$ cat src/rtl/decoder_onehot_pulse.sv
// ---------------------------------------------------------------------------
// decoder_onehot_pulse
//
// Sequential binary-to-one-hot decoder, companion of the 4x2 encoder.
// A binary code is accepted over a valid/ready handshake. The matching
// one-hot line on y is then driven for exactly HOLD cycles. After that, y is
// held at zero for GAP cycles, and the block returns to IDLE with a one-cycle
// done pulse. Typical loads are mux selects and LED/row strobes.
//
// Parameters
//   N     code width; y is 2**N lines wide
//   HOLD  cycles y stays one-hot per accepted code (>= 1)
//   GAP   cycles y is forced to 0 after HOLD (>= 0)
//
// Ports
//   clk       in   1     rising-edge clock
//   rst_n     in   1     synchronous, active-low reset
//   en        in   1     block enable; 0 aborts any pulse and blocks acceptance
//   x         in   N     binary code to decode
//   in_valid  in   1     x is valid this cycle
//   in_ready  out  1     block can accept x (combinational: en && IDLE)
//   y         out  2**N  registered one-hot output, 0 when idle
//   busy      out  1     registered; 1 in ACTIVE or GAP
//   done      out  1     registered one-cycle pulse on normal return to IDLE
// ---------------------------------------------------------------------------
module decoder_onehot_pulse #(
  parameter int unsigned N    = 2,
  parameter int unsigned HOLD = 4,
  parameter int unsigned GAP  = 1
) (
  input  logic              clk,
  input  logic              rst_n,
  input  logic              en,
  input  logic [N-1:0]      x,
  input  logic              in_valid,
  output logic              in_ready,
  output logic [2**N-1:0]   y,
  output logic              busy,
  output logic              done
);

  localparam int unsigned LINES = 2**N;
  localparam int unsigned MAXC  = (HOLD > GAP) ? HOLD : GAP;
  localparam int unsigned CW    = $clog2(MAXC + 1);

  // Counter reload values. GAP may be 0, so its reload is guarded to avoid
  // wrapping -1 into the counter (that branch is unreachable when GAP == 0).
  localparam logic [CW-1:0] HOLD_LOAD = CW'(HOLD - 1);
  localparam logic [CW-1:0] GAP_LOAD  = (GAP > 0) ? CW'(GAP - 1) : '0;

  typedef enum logic [1:0] {
    S_IDLE   = 2'd0,
    S_ACTIVE = 2'd1,
    S_GAP    = 2'd2
  } state_t;

  state_t            state, state_d;
  logic [CW-1:0]     cnt, cnt_d;
  logic [N-1:0]      code, code_d;
  logic [LINES-1:0]  y_d;
  logic              busy_d;
  logic              done_d;

  function automatic logic [LINES-1:0] onehot(input logic [N-1:0] c);
    onehot    = '0;
    onehot[c] = 1'b1;
  endfunction

  // Ready only depends on enable and the current state, not on in_valid.
  // This keeps the handshake free of combinational loops through the source.
  assign in_ready = en && (state == S_IDLE);

  // Next-state and next-output logic.
  // NOTE: every signal gets a default at the top of the block, so no path
  // leaves a variable unassigned and no latch is inferred.
  always_comb begin
    state_d = state;
    cnt_d   = cnt;
    code_d  = code;
    y_d     = y;
    done_d  = 1'b0;

    if (!en) begin
      // An abort is not a completion, so done stays low here.
      state_d = S_IDLE;
      cnt_d   = '0;
      y_d     = '0;
    end else begin
      unique case (state)
        S_IDLE: begin
          y_d = '0;
          // en is already known to be 1 on this path, so in_ready is true.
          if (in_valid) begin
            state_d = S_ACTIVE;
            code_d  = x;
            cnt_d   = HOLD_LOAD;
            y_d     = onehot(x);
          end
        end

        S_ACTIVE: begin
          // y is rebuilt from the registered code, so it can only ever hold
          // that one line. x is not looked at again until the next accept.
          y_d = onehot(code);
          if (cnt != '0) begin
            cnt_d = cnt - 1'b1;
          end else if (GAP == 0) begin
            state_d = S_IDLE;
            y_d     = '0;
            done_d  = 1'b1;
          end else begin
            state_d = S_GAP;
            y_d     = '0;
            cnt_d   = GAP_LOAD;
          end
        end

        S_GAP: begin
          y_d = '0;
          if (cnt != '0) begin
            cnt_d = cnt - 1'b1;
          end else begin
            state_d = S_IDLE;
            done_d  = 1'b1;
          end
        end

        default: begin
          state_d = S_IDLE;
          cnt_d   = '0;
          y_d     = '0;
        end
      endcase
    end

    busy_d = (state_d != S_IDLE);
  end

  // State and output registers.
  // NOTE: sequential state uses non-blocking assignments only. All registers
  // see the pre-edge values, whatever order the assignments are written in.
  // NOTE: the reset is synchronous. rst_n is sampled only at the rising clock
  // edge, so it is not in the sensitivity list.
  always_ff @(posedge clk) begin
    if (!rst_n) begin
      state <= S_IDLE;
      cnt   <= '0;
      code  <= '0;
      y     <= '0;
      busy  <= 1'b0;
      done  <= 1'b0;
    end else begin
      state <= state_d;
      cnt   <= cnt_d;
      code  <= code_d;
      y     <= y_d;
      busy  <= busy_d;
      done  <= done_d;
    end
  end

endmodule

$ cat config.mk
export PLATFORM = sky130hd
export DESIGN_NAME = decoder_onehot_pulse
export DESIGN_NICKNAME = d
export VERILOG_FILES = /design/src/rtl/decoder_onehot_pulse.sv
export SDC_FILE = /design/constraint.sdc
export NUM_CORES = 1
export LEC_CHECK = 0
export CELL_PAD_IN_SITES_DETAIL_PLACEMENT = 1
export CELL_PAD_IN_SITES_GLOBAL_PLACEMENT = 1
export CORE_ASPECT_RATIO = 1.4
export CORE_UTILIZATION = 35
export CTS_CLUSTER_SIZE = 40
export DETAILED_ROUTE_END_ITERATION = 8
export GPL_TIMING_DRIVEN = 0
export PLACE_DENSITY_LB_ADDON = 0.15
export RECOVER_POWER = 100
export SKIP_CTS_REPAIR_TIMING = 1
export SLEW_MARGIN = 10
export SYNTH_ARGS = -nofsm -noshare
export SYNTH_HDL_FRONTEND = slang
export SYNTH_SLANG_ARGS = --single-unit
$ cat constraint.sdc
create_clock -name clk -period 1.6 [get_ports clk]
set_input_delay 0.4 -clock clk [delete_from_list [all_inputs] [get_ports clk]]
set_output_delay 0.4 -clock clk [all_outputs]
set_load 0.02 [all_outputs]
# Word level (Yosys, flattened, before mapping)
# Cells that the tools add are included.
[classes] add_sub_neg=1 div=0 n_mul=0 magnitude_cmp=4 eq_ne=4 muxes=17 bitwise_logic=0 n_reduce_logical=10 shift=0
[ops] op="$mux W3" n=3
[ops] op="$pmux W3 S3" n=1
[ops] op="$mux W2" n=4
[ops] op="$mux W4" n=2
[ops] op="$pmux W4 S2" n=1
[ops] op="$lt A2 B3 Y1 const B" n=2
[ops] op="$pmux W2 S3" n=1
[ops] op="$reduce_and A3 Y1" n=2
[ops] op="$demux W1 S2" n=2
[ops] op="$ge A2 B1 Y1 const B" n=2
[ops] op="$ne A2 B2 Y1 const B" n=2
[ops] op="$reduce_and A2 Y1" n=2
[ops] op="$logic_and A1 B1 Y1" n=3
[ops] op="$mux W1" n=3
[ops] op="$reduce_bool A3 Y1" n=1
[ops] op="$sub A3 B1 Y3 const B" n=1
[ops] op="$eq A2 B1 Y1 const B" n=1
[ops] op="$eq A2 B2 Y1 const B" n=1
[ops] op="$logic_not A2 Y1" n=1
[ops] op="$reduce_bool A2 Y1" n=1
[totals] out_inout_bits=7 mem_bits_rw=0 wordCells=42 inputBits=6 latchBits=0 memories=0 regBits=13 romBits=0

# Depth between registers and ports, before layout
[depth] depth_word=6 depth_mapped=6 mapped_depth_nobuf=6

# Worst setup path after synthesis
# Ideal clock, no wire load.
[synth_timing] kind="register -> output" start="register state[0]" end="output port in_ready" stages_incl_launch_ff=4 required_ns=1.200 setup_slack_ns=0.088 path_buffers=2 t_arrival_ns=1.112 path_cell_list="dfxtp_1 -> buf_2 -> buf_2 -> nor3b_1"
[synth_via] elab_chain_len=2
[synth_rtl] element="start, declared" line_no="57" text="state_t state, state_d;"
[synth_rtl] element="start signal, assigned" line_no="153" text="state <= state_d;"
[synth_rtl] element="$logic_not A2 Y1" line_no="71" text="assign in_ready = en && (state == S_IDLE);"
[synth_rtl] element="$logic_and A1 B1 Y1" line_no="71"
[synth_rtl] element="end, declared" line_no="36" text="output logic in_ready,"
# No other way between the ends.

# Worst setup path in the final report
# Ends and elaborated chain as after synthesis.

==> flow_summary.json <==
{
  "drive_above_1_share": 0.114,
  "crit_fanout": 16,
  "wirelength_um": 1680,
  "avgSynthCellArea_um2": 9.02,
  "grt_pass1_vias": 561,
  "worstSetupStartpointType": "register",
  "max_clock_freq_mhz": 655,
  "hold_viol_final": 0,
  "drtPass1Iterations": 2,
  "rows": 18,
  "die_x_um": 38.7,
  "fin_worst_skew_ns": 0.00592,
  "htreeDepth": 1,
  "diodes": 0,
  "post-place-ws_ns": -0.554,
  "min_period_ns": 1.53,
  "synth_seq_cells": 13,
  "wire_per_inst_um": 15.6,
  "setup_viol": 0,
  "fin_ws_ns": 0.0724,
  "die_area_um2": 2060,
  "max_stage_delay_ns": 0.32,
  "ys_seq_area_frac": 0.395,
  "r2r_cells": 5,
  "rsz0062_at_grt": "no",
  "cts_max_path_buffers": 2,
  "overflow": 0,
  "slowest_stage": "dfxtp_1",
  "slew_headroom": 0.786,
  "boundaryPins": 13,
  "cp-end-kind": "primary output",
  "cts_sinks": 13,
  "fin_nets": 97,
  "area_delta_synth_final_pct": 19.6,
  "hp-class": "primary input to register",
  "route.detailed.drc": 0,
  "cp.required_ns": 1.20,
  "place_inst": 105,
  "irDropWorstVdd_v": 0.000425,
  "status": "complete, no violations",
  "grt_use_total": 0.182,
  "netlist-cell-type-count": 26,
  "crit_buf_inv": 2,
  "final_cells": 108,
  "min_path_cells": 3,
  "grt_max_degree": 11,
  "worstSetupPathType": "register to primary output",
  "die_h_um": 53.3,
  "yosysWarnings": 0,
  "cp.depth": 3,
  "power.leakage_uw": 0.000284,
  "post-dp-hpwl_um": 1230,
  "drv_cap": 0,
  "netlist_area_um2": 658,
  "start_util": 0.375,
  "slew_violations": 0,
  "synthesis.nets": 81,
  "io_buffer_count": 12,
  "clkLatencyLatePin_ns": 0.28,
  "antenna_found_initial": 0,
  "grt_pass1_wl_um": 2610,
  "core_um2": 1760,
  "crit_family": "buffers and inverters",
  "p_per_area_nw_per_um2": 849,
  "cp.arrival_ns": 1.13,
  "worst_pin_slew_ns": 0.316,
  "place_congestion": 0.736,
  "cts_tree": "built",
  "hold_ws_ns": 0.499,
  "num_vias": 571,
  "cts_buffers": 3,
  "synthCells": 73,
  "clk_pin_slew_worst_paths_ns": 0.09,
  "cts_root_buf": "clkbuf_4",
  "crit_chain": "buf_4 -> nor3b_1 -> buf_2",
  "drt_iter0_drc": 3,
  "vias_per_cell": 5.29,
  "drtAntennaViolNets": 0,
  "finalCritPeriodShare": 0.955
}
## Yosys cell counts
cell	count	area, um2
o31ai_1	1	7.51
nand3_1	2	10.0
nor2_1	8	30.0
ha_1	2	25.0
nand2b_1	2	12.5
nor2_2	1	6.26
buf_6	1	11.3
inv_1	2	7.51
nand4b_1	1	8.76
o22a_1	1	8.76
nand3b_1	5	37.5
nor2b_1	7	43.8
buf_2	2	10.0
nor3_1	2	10.0
xnor2_1	1	8.76
nand2b_4	1	13.8
nor4b_1	1	8.76
a21oi_1	8	40.0
o31a_1	1	8.76
mux2i_1	4	40.0
nand2_1	2	7.51
nor3b_1	1	7.51
or4_1	2	15.0
o22ai_1	1	6.26
and4bb_2	1	12.5
dfxtp_1	13	260
## per-layer routing
metal  share of wire  vias to the layer above  wire length (um)  GRT usage
li1                -                      287                 -          -
met1            0.41                      273               681      0.214
met2            0.56                        9               936      0.319
met3           0.032                        2                53     0.0252
met4          0.0059                        0                10     0.0690
met5               0                        -                 0          0
## sequential cells by signal (all words and copies together) (netlist names)
signal / cells
code: 2
busy: 1
y: 4
state: 2
cnt: 3
done: 1
## area by class of cell
type | count | area, um2
tap | 20 | 25.0
fill | 222 | 970
sequential | 13 | 260
multi-input combinational | 55 | 369
timing repair buffer | 12 | 80.1
buffer | 2 | 18.8
inverter | 2 | 7.51
clock buffer | 4 | 26.3
## worst paths after layout
kind | from | endpoint | slack (ns)
worst max-delay path | state[0] | in_ready | 0.07
worst min-delay path | en | state[0] | 0.50
worst max register to register | cnt[0] | y[0] | 0.11
worst min register to register | cnt[1] | cnt[1] | 0.52
## placed cells by master, fill, tap and decap left out, types with 2 or more instances in the layout
cell type	instances
nand3b_1	5
nor2_2	2
clkbuf_4	3
nand2b_1	2
a21oi_1	8
or4_1	2
nand2_1	2
clkbuf_1	7
nor2b_1	7
nor2_1	7
inv_1	2
nor3_1	2
dfxtp_1	13
clkdlybuf4s50_1	2
nand3_1	2
mux2i_1	4
dlygate4sd3_1	2
## logic make-up (layout without fill, tap and decap cells)
logic type,count (synthesis),count (layout),share of synthesized area
AO/OA/AOI/OAI,12,12,0.108
XOR/XNOR,1,1,0.0133
AND/OR/NAND/NOR,36,36,0.340
multiplexers,4,4,0.0608
buffers and inverters,5,20,0.0437
flip-flops,13,13,0.395
adder cells (fa/ha/maj),2,2,0.0380
## tightest hold or removal path, cell delays in order
cell	delay, ns
dlymetal6s2s_1	0.15
a21oi_1	0.09
nor2b_1	0.10
## per-stage QoR
stage / power (uW) / area [um2] / utilization / TNS [ns]
finish: 668 / 787 / 0.448 / 0
global route: 698 / 787 / 0.448 / 0
global placement: 464 / 803 / 0.457 / -0.989
CTS: 675 / 830 / 0.472 / -0.579
detailed placement: 468 / 803 / 0.457 / -1.12
floorplan: 421 / 658 / - / 0
## where the power goes
| group | internal (uW) | total [uW] | switching [uW] |
|---|---|---|---|
| Combinational | 49.4 | 113 | 63.5 |
| Sequential | 334 | 341 | 6.73 |
| Clock | 96.5 | 214 | 117 |
| Total | 480 | 668 | 188 |
(Power assumes the default switching activity.)
